`src/rtl/elastic_pipe_chain.sv`:
```
// Chain of DEPTH elastic stages, each a 2-entry skid buffer (main + skid), with
// per-stage flush, global hold and a registered occupancy count.
module elastic_pipe_chain #(
    parameter int WIDTH = 32,
    parameter int DEPTH = 4,
    localparam int CNT_W = $clog2(2*DEPTH+1)
) (
    input  logic               clk,
    input  logic               reset,
    input  logic               in_valid,
    output logic               in_ready,
    input  logic [WIDTH-1:0]   in_data,
    output logic               out_valid,
    input  logic               out_ready,
    output logic [WIDTH-1:0]   out_data,
    input  logic [DEPTH-1:0]   flush_mask,
    input  logic               hold,
    output logic [CNT_W-1:0]   occupancy,
    output logic               empty
);

    localparam int CW1 = CNT_W + 1;

    logic [DEPTH-1:0]  r_mainValid;
    logic [DEPTH-1:0]  r_skidValid;
    logic [WIDTH-1:0]  r_mainData [DEPTH];
    logic [WIDTH-1:0]  r_skidData [DEPTH];
    logic [CNT_W-1:0]  r_occupancy;

    logic [DEPTH:0]    w_srcValid;
    logic [WIDTH-1:0]  w_srcData [DEPTH+1];
    logic [DEPTH:0]    w_accept;
    logic [DEPTH-1:0]  w_mainValidNext;
    logic [DEPTH-1:0]  w_skidValidNext;
    logic [WIDTH-1:0]  w_mainDataNext [DEPTH];
    logic [WIDTH-1:0]  w_skidDataNext [DEPTH];
    logic [CW1-1:0]    w_killed;
    logic [CW1-1:0]    w_occNext;

    assign in_ready  = reset & ~hold & ~r_skidValid[0];
    assign out_valid = reset & ~hold & r_mainValid[DEPTH-1];
    assign out_data  = reset ? r_mainData[DEPTH-1] : '0;
    assign occupancy = r_occupancy;
    assign empty     = (r_occupancy == '0);

    // Slot 0 is the input port, slot i+1 is stage i's main register; w_accept[DEPTH] is the output handshake.
    always_comb begin
        w_srcValid   = {r_mainValid, in_valid};
        w_srcData[0] = in_data;
        for (int i = 0; i < DEPTH; i++) begin
            w_srcData[i+1] = r_mainData[i];
            w_accept[i]    = ~hold & w_srcValid[i] & ~r_skidValid[i];
        end
        w_accept[DEPTH] = out_valid & out_ready;
    end

    always_comb begin
        w_mainValidNext = r_mainValid;
        w_skidValidNext = r_skidValid;
        w_killed        = '0;
        for (int i = 0; i < DEPTH; i++) begin
            w_mainDataNext[i] = r_mainData[i];
            w_skidDataNext[i] = r_skidData[i];
        end
        for (int i = 0; i < DEPTH; i++) begin
            if (w_accept[i+1]) begin
                if (r_skidValid[i]) begin
                    w_mainDataNext[i]  = r_skidData[i];
                    w_skidValidNext[i] = 1'b0;
                end else begin
                    w_mainValidNext[i] = 1'b0;
                end
            end
            if (w_accept[i]) begin
                if (!w_mainValidNext[i]) begin
                    w_mainDataNext[i]  = w_srcData[i];
                    w_mainValidNext[i] = 1'b1;
                end else begin
                    w_skidDataNext[i]  = w_srcData[i];
                    w_skidValidNext[i] = 1'b1;
                end
            end
            // A flush kills whatever would be resident after this edge, including an arriving entry.
            if (!hold && flush_mask[i]) begin
                w_killed = w_killed + CW1'(w_mainValidNext[i]) + CW1'(w_skidValidNext[i]);
                w_mainValidNext[i] = 1'b0;
                w_skidValidNext[i] = 1'b0;
            end
        end
        w_occNext = CW1'(r_occupancy) + CW1'(w_accept[0]) - CW1'(w_accept[DEPTH]) - w_killed;
    end

    always_ff @(posedge clk or negedge reset) begin
        if (!reset) begin
            r_mainValid <= '0;
            r_skidValid <= '0;
            r_occupancy <= '0;
        end else begin
            r_mainValid <= w_mainValidNext;
            r_skidValid <= w_skidValidNext;
            r_occupancy <= w_occNext[CNT_W-1:0];
        end
    end

    always_ff @(posedge clk) begin
        r_mainData <= w_mainDataNext;
        r_skidData <= w_skidDataNext;
    end

    occupancyInRange: assert property (@(posedge clk) disable iff (!reset)
        w_occNext <= CW1'(2*DEPTH));

endmodule
```
`config.mk`:
```
export PLATFORM = sky130hd
export DESIGN_NAME = elastic_pipe_chain
export DESIGN_NICKNAME = d
export VERILOG_FILES = /design/src/rtl/elastic_pipe_chain.sv
export SDC_FILE = /design/constraint.sdc
export NUM_CORES = 1
export LEC_CHECK = 0
export ABC_AREA = 1
export CAP_MARGIN = 5
export CELL_PAD_IN_SITES_DETAIL_PLACEMENT = 1
export CELL_PAD_IN_SITES_GLOBAL_PLACEMENT = 1
export CORE_MARGIN = 4
export CORE_UTILIZATION = 41
export DETAILED_ROUTE_END_ITERATION = 8
export GPL_TIMING_DRIVEN = 0
export PLACE_DENSITY_LB_ADDON = 0.1
export SLEW_MARGIN = 20
export SYNTH_ARGS = -nofsm -noshare
export SYNTH_HDL_FRONTEND = slang
export SYNTH_SLANG_ARGS = --single-unit
```
`constraint.sdc`:
```
create_clock -name clk -period 5.9 [get_ports clk]
set_input_delay 0.885 -clock clk [delete_from_list [all_inputs] [get_ports clk]]
set_output_delay 0.885 -clock clk [all_outputs]
set_load 0.01 [all_outputs]
```
-- Word-level counts from Yosys, hierarchy flattened
Index checks and enable logic that the tools add are counted.
- output and inout port bits: 39
- ROM bits: 0
- memories: 0
- word-level logic and storage cells: 101
- bits in registers: 268
- memory bits (writable): 0
- bits in latches: 0
- input port bits: 41
- multipliers: 0
- muxes and demuxes: 53
- $add $sub $neg: 10
- magnitude comparators: 0
- eq/ne operators: 0
- reduce and logical (&&, ||, !) cells: 10
- bitwise logic cells: 17
- shifts and indexed selects: 0
- div/mod/pow operators: 0
- operator list (operator ; count):
    2-to-1 mux 32 bit ; 17
    2-to-1 mux 1 bit ; 32
    adder 4 x 1 -> 4 bit ; 6
    AND 1 bit ; 12
    2-to-1 mux 4 bit ; 3
    AND reduction 2 bit ; 4
    NOT 1 bit ; 5
    logical AND 1 bit ; 4
    logical NOT 4 bit ; 1
    subtractor 4 x 1 -> 4 bit ; 1
    subtractor 4 bit ; 1
    adder 2 x 1 -> 3 bit ; 1
    adder 1 x 1 -> 2 bit ; 1
    2-to-1 mux 2 bit ; 1
    logical NOT 1 bit ; 1

-- Longest topological paths before layout
- word-level depth: 18
- gate-level depth with buffers: 36

-- Least setup slack after synthesis
OpenSTA, ideal clock, no wires.
- kind: input to register
- from: in hold
- to: reg r_occupancy[3], in the netlist occupancy[3]
- path buffers: 2
- setup slack: -306 ps
- required time: 5783 ps
- stages on the path: 34
- library setup time: 117 ps
- arrival: 6089 ps
- cells stage by stage: inv_2 > buf_6 > nand3_4 > buf_6 > a21oi_4 > inv_1 > nand2_1 > nand2_1 > ha_1 > nand2_1 > inv_1 > ha_1 > ha_1 > o21ai_0 > fa_1 > nand2_1 > nand2_1 > fa_1 > o21ai_0 > fa_1 > inv_1 > fa_1 > ha_1 > inv_1 > fa_1 > xor2_1 > nand2_1 > nand2_1 > nand2_1 > inv_1 > nor2_1 > inv_1 > nand2_1 > nand2_1
- longest elaborated chain between the ends: 18
- elaborated cells between the ends (all ways): 51
- classes of those cells: 10 x add/sub; 24 x mux; 12 x bitwise; 5 x reduce/logical
- RTL lines (element ; RTL line ; text):
    from (decl) ; 17 ; input logic hold,
    NOT 1 bit ; 41, 52 ;
    AND 1 bit (2 in series) ; 52 ; w_accept[i] = ~hold & w_srcValid[i] & ~r_skidValid[i];
    2-to-1 mux 1 bit ; 66 ; if (w_accept[i+1]) begin
    2-to-1 mux 1 bit ; 75 ; if (!w_mainValidNext[i]) begin
    2-to-1 mux 1 bit ; 74 ; if (w_accept[i]) begin
    adder 1 x 1 -> 2 bit ; 85 ; w_killed = w_killed + CW1'(w_mainValidNext[i]) + CW1'(w_skidValidNext[i]);
    2-to-1 mux 2 bit ; 84 ; if (!hold && flush_mask[i]) begin
    adder 2 x 1 -> 3 bit ; 85 ;
    adder 4 x 1 -> 4 bit ; 85 ;
    2-to-1 mux 4 bit ; 84 ;
    adder 4 x 1 -> 4 bit (2 in series) ; 85 ;
    2-to-1 mux 4 bit ; 84 ;
    adder 4 x 1 -> 4 bit (2 in series) ; 85 ;
    2-to-1 mux 4 bit ; 84 ;
    subtractor 4 bit * ; 90 ; w_occNext = CW1'(r_occupancy) + CW1'(w_accept[0]) - CW1'(w_accept[DEPTH]) - w_killed;
    via w_occNext[3] ; 38 ; logic [CW1-1:0] w_occNext;
    to (signal assigned) ; 101 ; r_occupancy <= w_occNext[CNT_W-1:0];
    to (decl) ; 28 ; logic [CNT_W-1:0] r_occupancy;
The timed path passes the listed nets; every way through them passes the cells marked *.
A chain may end at the register's enable or synchronous reset.

-- Final worst setup path
- from: in in_valid
- to: reg r_occupancy[3], in the netlist occupancy[3]
- longest elaborated chain between the ends: 15
- elaborated cells between the ends (all ways): 18
- classes of those cells: 10 x add/sub; 6 x mux; 2 x bitwise
- RTL lines (element ; RTL line ; text):
    from (decl) ; 10 ; input logic in_valid,
    AND 1 bit * (2 in series) ; 52 ;
    2-to-1 mux 1 bit ; 74 ;
    adder 1 x 1 -> 2 bit ; 85 ;
    2-to-1 mux 2 bit ; 84 ;
    adder 2 x 1 -> 3 bit ; 85 ;
    adder 4 x 1 -> 4 bit ; 85 ;
    2-to-1 mux 4 bit ; 84 ;
    adder 4 x 1 -> 4 bit (2 in series) ; 85 ;
    2-to-1 mux 4 bit ; 84 ;
    adder 4 x 1 -> 4 bit (2 in series) ; 85 ;
    2-to-1 mux 4 bit ; 84 ;
    subtractor 4 bit * ; 90 ;
    via w_occNext[3] ; 38 ;
Marked as above.

==> out/qor.yml <==
logic_synthesis:
  syn-instance-count: 1068
  synth_cell_types: 31
  synth_seq_cells: 268
  synth_area_per_cell_um2: 9.97
  syn-num-nets: 1124
  synthesis.area_mm2: 0.0106
  ys_warn_count: 0
  yosysSeqAreaShare_pct: 63.0
setup_path:
  timing.rr.start: "r_skidValid[1]$_DFF_PN0_"
  cp.required_ns: 6.32
  crit_path_end_kind: "register"
  crit_path_frequent_cell: "nand2_1"
  crit_start: "in_valid"
  cp_data_arrival_time_ns: 6.01
  cp-endpoint: "occupancy[3]$_DFF_PN0_"
  crit_fanout: 3
  crit_path_max_incr_delay_ns: 0.50
  worstRegToRegCells: 33
  critPathSlowestCell: "fa_1"
  timing.rr.end: "occupancy[3]$_DFF_PN0_"
  ff2ff_setup_slack_ns: 0.38
  cp-start-kind: "input port"
  crit_type: "input port to register"
clocking:
  clk_latency_ns: 0.53
  holdBufCountCts: 0
  root_buffer: "clkbuf_16"
  cts_tree: "built"
  cts_sinks: 268
  clock_path_buffers: 3
  clkTransAtPathRegs_ns: 0.06
  cts_buffers: 29
  cts_max_level: 1
detailed_routing:
  wl_per_cell_um: 15.6
  drc: 0
  drtPass1Iterations: 4
  num_vias: 7518
  vias_per_cell: 4.88
  drt_wl_total_um: 24100
  postRouteAntennaNets: 0
  drtIter0Drc: 357
floorplan:
  initial_core_util_pct: 42.0
  fp.dieW_um: 169
  placementRows: 58
  die_area_mm2: 0.0286
  core_mm2: 0.0253
  io_pins: 80
  fp.dieH_um: 169
sta:
  tightest_slew_ns: 0.681
  setup_violations: 0
  maxSlewHeadroom_pct: 54.5
  finalHoldViolations: 0
  finClkSkew_ns: 0.0129
  period_minus_slack_ns: 5.59
  max_freq_ghz: 0.179
  setup-tns-final_ns: 0
  finalCritPeriodShare_pct: 94.7
  setup_slack_ns: 0.312
  final_max_slew_viol_count: 0
grt:
  grt_pass1_vias: 7836
  antenna_found_initial: 0
  grt_usage_pct: 16.8
  grt_pass1_wl_um: 39900
  overflow: 0
  grt_max_degree: 33
cells_and_area:
  final_cell_mix: "196 x nand2_1, 140 x nor2_1, 128 x dfxtp_1, 128 x edfxtp_1, 126 x a31oi_1"
  num_antenna_cells: 0
  layout_commonest_cell: "nand2_1"
  nets: 1244
  fillerInstances: 2850
  drive_gt1_share_pct: 10.3
  area_growth_pct: 22.0
placed_design:
  io_buffer_count: 79
  dp_hpwl_um: 18000
  finalWeightedCongestion: 0.756
  dp_slack_ns: -1.26
worst_hold_path:
  hp-class: "register to register"
power_and_ir_drop:
  p_total_mw: 6.25
  power.density_mw_per_mm2: 482
  p_leak_nw: 5.06
  ir_drop_uv: 258
outcome:
  status: "complete, no violations"
flow_run:
  drv_cap: 0
## through the flow
stage	utilization, %	instance area [µm²]	cells	hold WS (ns)
floorplan	-	10700	1068	0.424
global placement	46.8	11900	1477	0.436
detailed placement	47.0	11900	1479	0.443
CTS	51.0	12900	1536	0.450
global route	51.3	13000	1539	0.468
finish	51.3	13000	1539	0.449
## power breakdown
group	total (mW)	switching [mW]	internal [mW]	leakage [nW]
clock	1.78	0.696	1.09	0.477
combinational	1.52	0.864	0.657	2.21
sequential	2.95	0.356	2.59	2.38
## flip-flops by register name, summed over array words and instances (netlist names)
register / count
occupancy: 4
r_mainData: 128
r_mainValid: 4
r_skidData: 128
r_skidValid: 4
## cell usage after synthesis, drive strengths merged
library cell / number / area, µm²
a21oi: 7 / 46.3
a31oi: 126 / 788
and2: 1 / 6.26
and3: 1 / 11.3
buf: 34 / 249
clkbuf: 33 / 124
dfrtp: 12 / 300
dfxtp: 128 / 2560
edfxtp: 128 / 3840
fa: 6 / 120
ha: 9 / 113
inv: 73 / 274
nand2: 206 / 803
nand3: 48 / 268
nor2: 145 / 559
nor3: 2 / 10.0
nor4: 1 / 6.26
o21ai: 104 / 524
xnor2: 1 / 8.76
xor2: 3 / 26.3
## cell type report
| class | count | area, µm² | share of cell area [%] |
|---|---|---|---|
| buffer | 67 | 384 | 2.96 |
| clock buffer | 41 | 853 | 6.57 |
| clock inverter | 11 | 106 | 0.819 |
| inverter | 73 | 274 | 2.11 |
| multi-input combinational | 660 | 3360 | 25.9 |
| sequential | 268 | 6710 | 51.6 |
| tap | 330 | 413 | 3.18 |
| timing repair buffer | 89 | 886 | 6.82 |
## worst max-delay path: cells and delay by family
| family | cells | cell delay [ns] |
|---|---|---|
| XOR/XNOR | 1 | 0.16 |
| adder cells (fa/ha/maj) | 9 | 2.84 |
| AO/OA/AOI/OAI | 2 | 0.33 |
| AND/OR/NAND/NOR | 12 | 0.90 |
| buffers and inverters | 7 | 0.92 |
## logic make-up (layout without fill, tap and decap cells)
kind of cell | count (synthesis) | in the layout | synth area share [%]
adder cells (fa/ha/maj) | 15 | 15 | 2.19
buffers and inverters | 140 | 281 | 6.08
AO/OA/AOI/OAI | 237 | 237 | 12.8
flip-flops | 268 | 268 | 63.0
AND/OR/NAND/NOR | 404 | 404 | 15.6
XOR/XNOR | 4 | 4 | 0.329
## per-layer routing
| layer | track usage (%) | share of wire (%) | vias up |
|---|---|---|---|
| met2 | 27.2 | 45 | 114 |
| met5 | 0 | 0 | - |
| met1 | 24.2 | 49 | 3447 |
| li1 | - | - | 3922 |
| met3 | 2.34 | 3.8 | 35 |
| met4 | 3.78 | 2.0 | 0 |
## repair_timing
item | CTS | global route
gates resized for setup | 8 | 11
setup endpoints to repair | 2 | 1
setup buffers | 5 | 3
pin swaps | 7 | 8
## how the worst min path moves through the flow
stage / from / end / slack (ns) / cells after the start
4_1_cts: r_mainData[93]$_DFF_P_ / r_skidData[61]$_DFFE_PP_ / 0.45 / 0
5_1_grt: r_mainData[115]$_DFF_P_ / r_skidData[83]$_DFFE_PP_ / 0.47 / 0
2_1_floorplan: r_mainData[64]$_DFF_P_ / r_skidData[32]$_DFFE_PP_ / 0.42 / 0
3_5_place_dp: r_mainData[93]$_DFF_P_ / r_skidData[61]$_DFFE_PP_ / 0.44 / 0
3_3_place_gp: r_mainData[123]$_DFF_P_ / r_skidData[91]$_DFFE_PP_ / 0.44 / 0
6_report: r_mainData[93]$_DFF_P_ / r_skidData[61]$_DFFE_PP_ / 0.45 / 0
(Power assumes the default switching activity.)
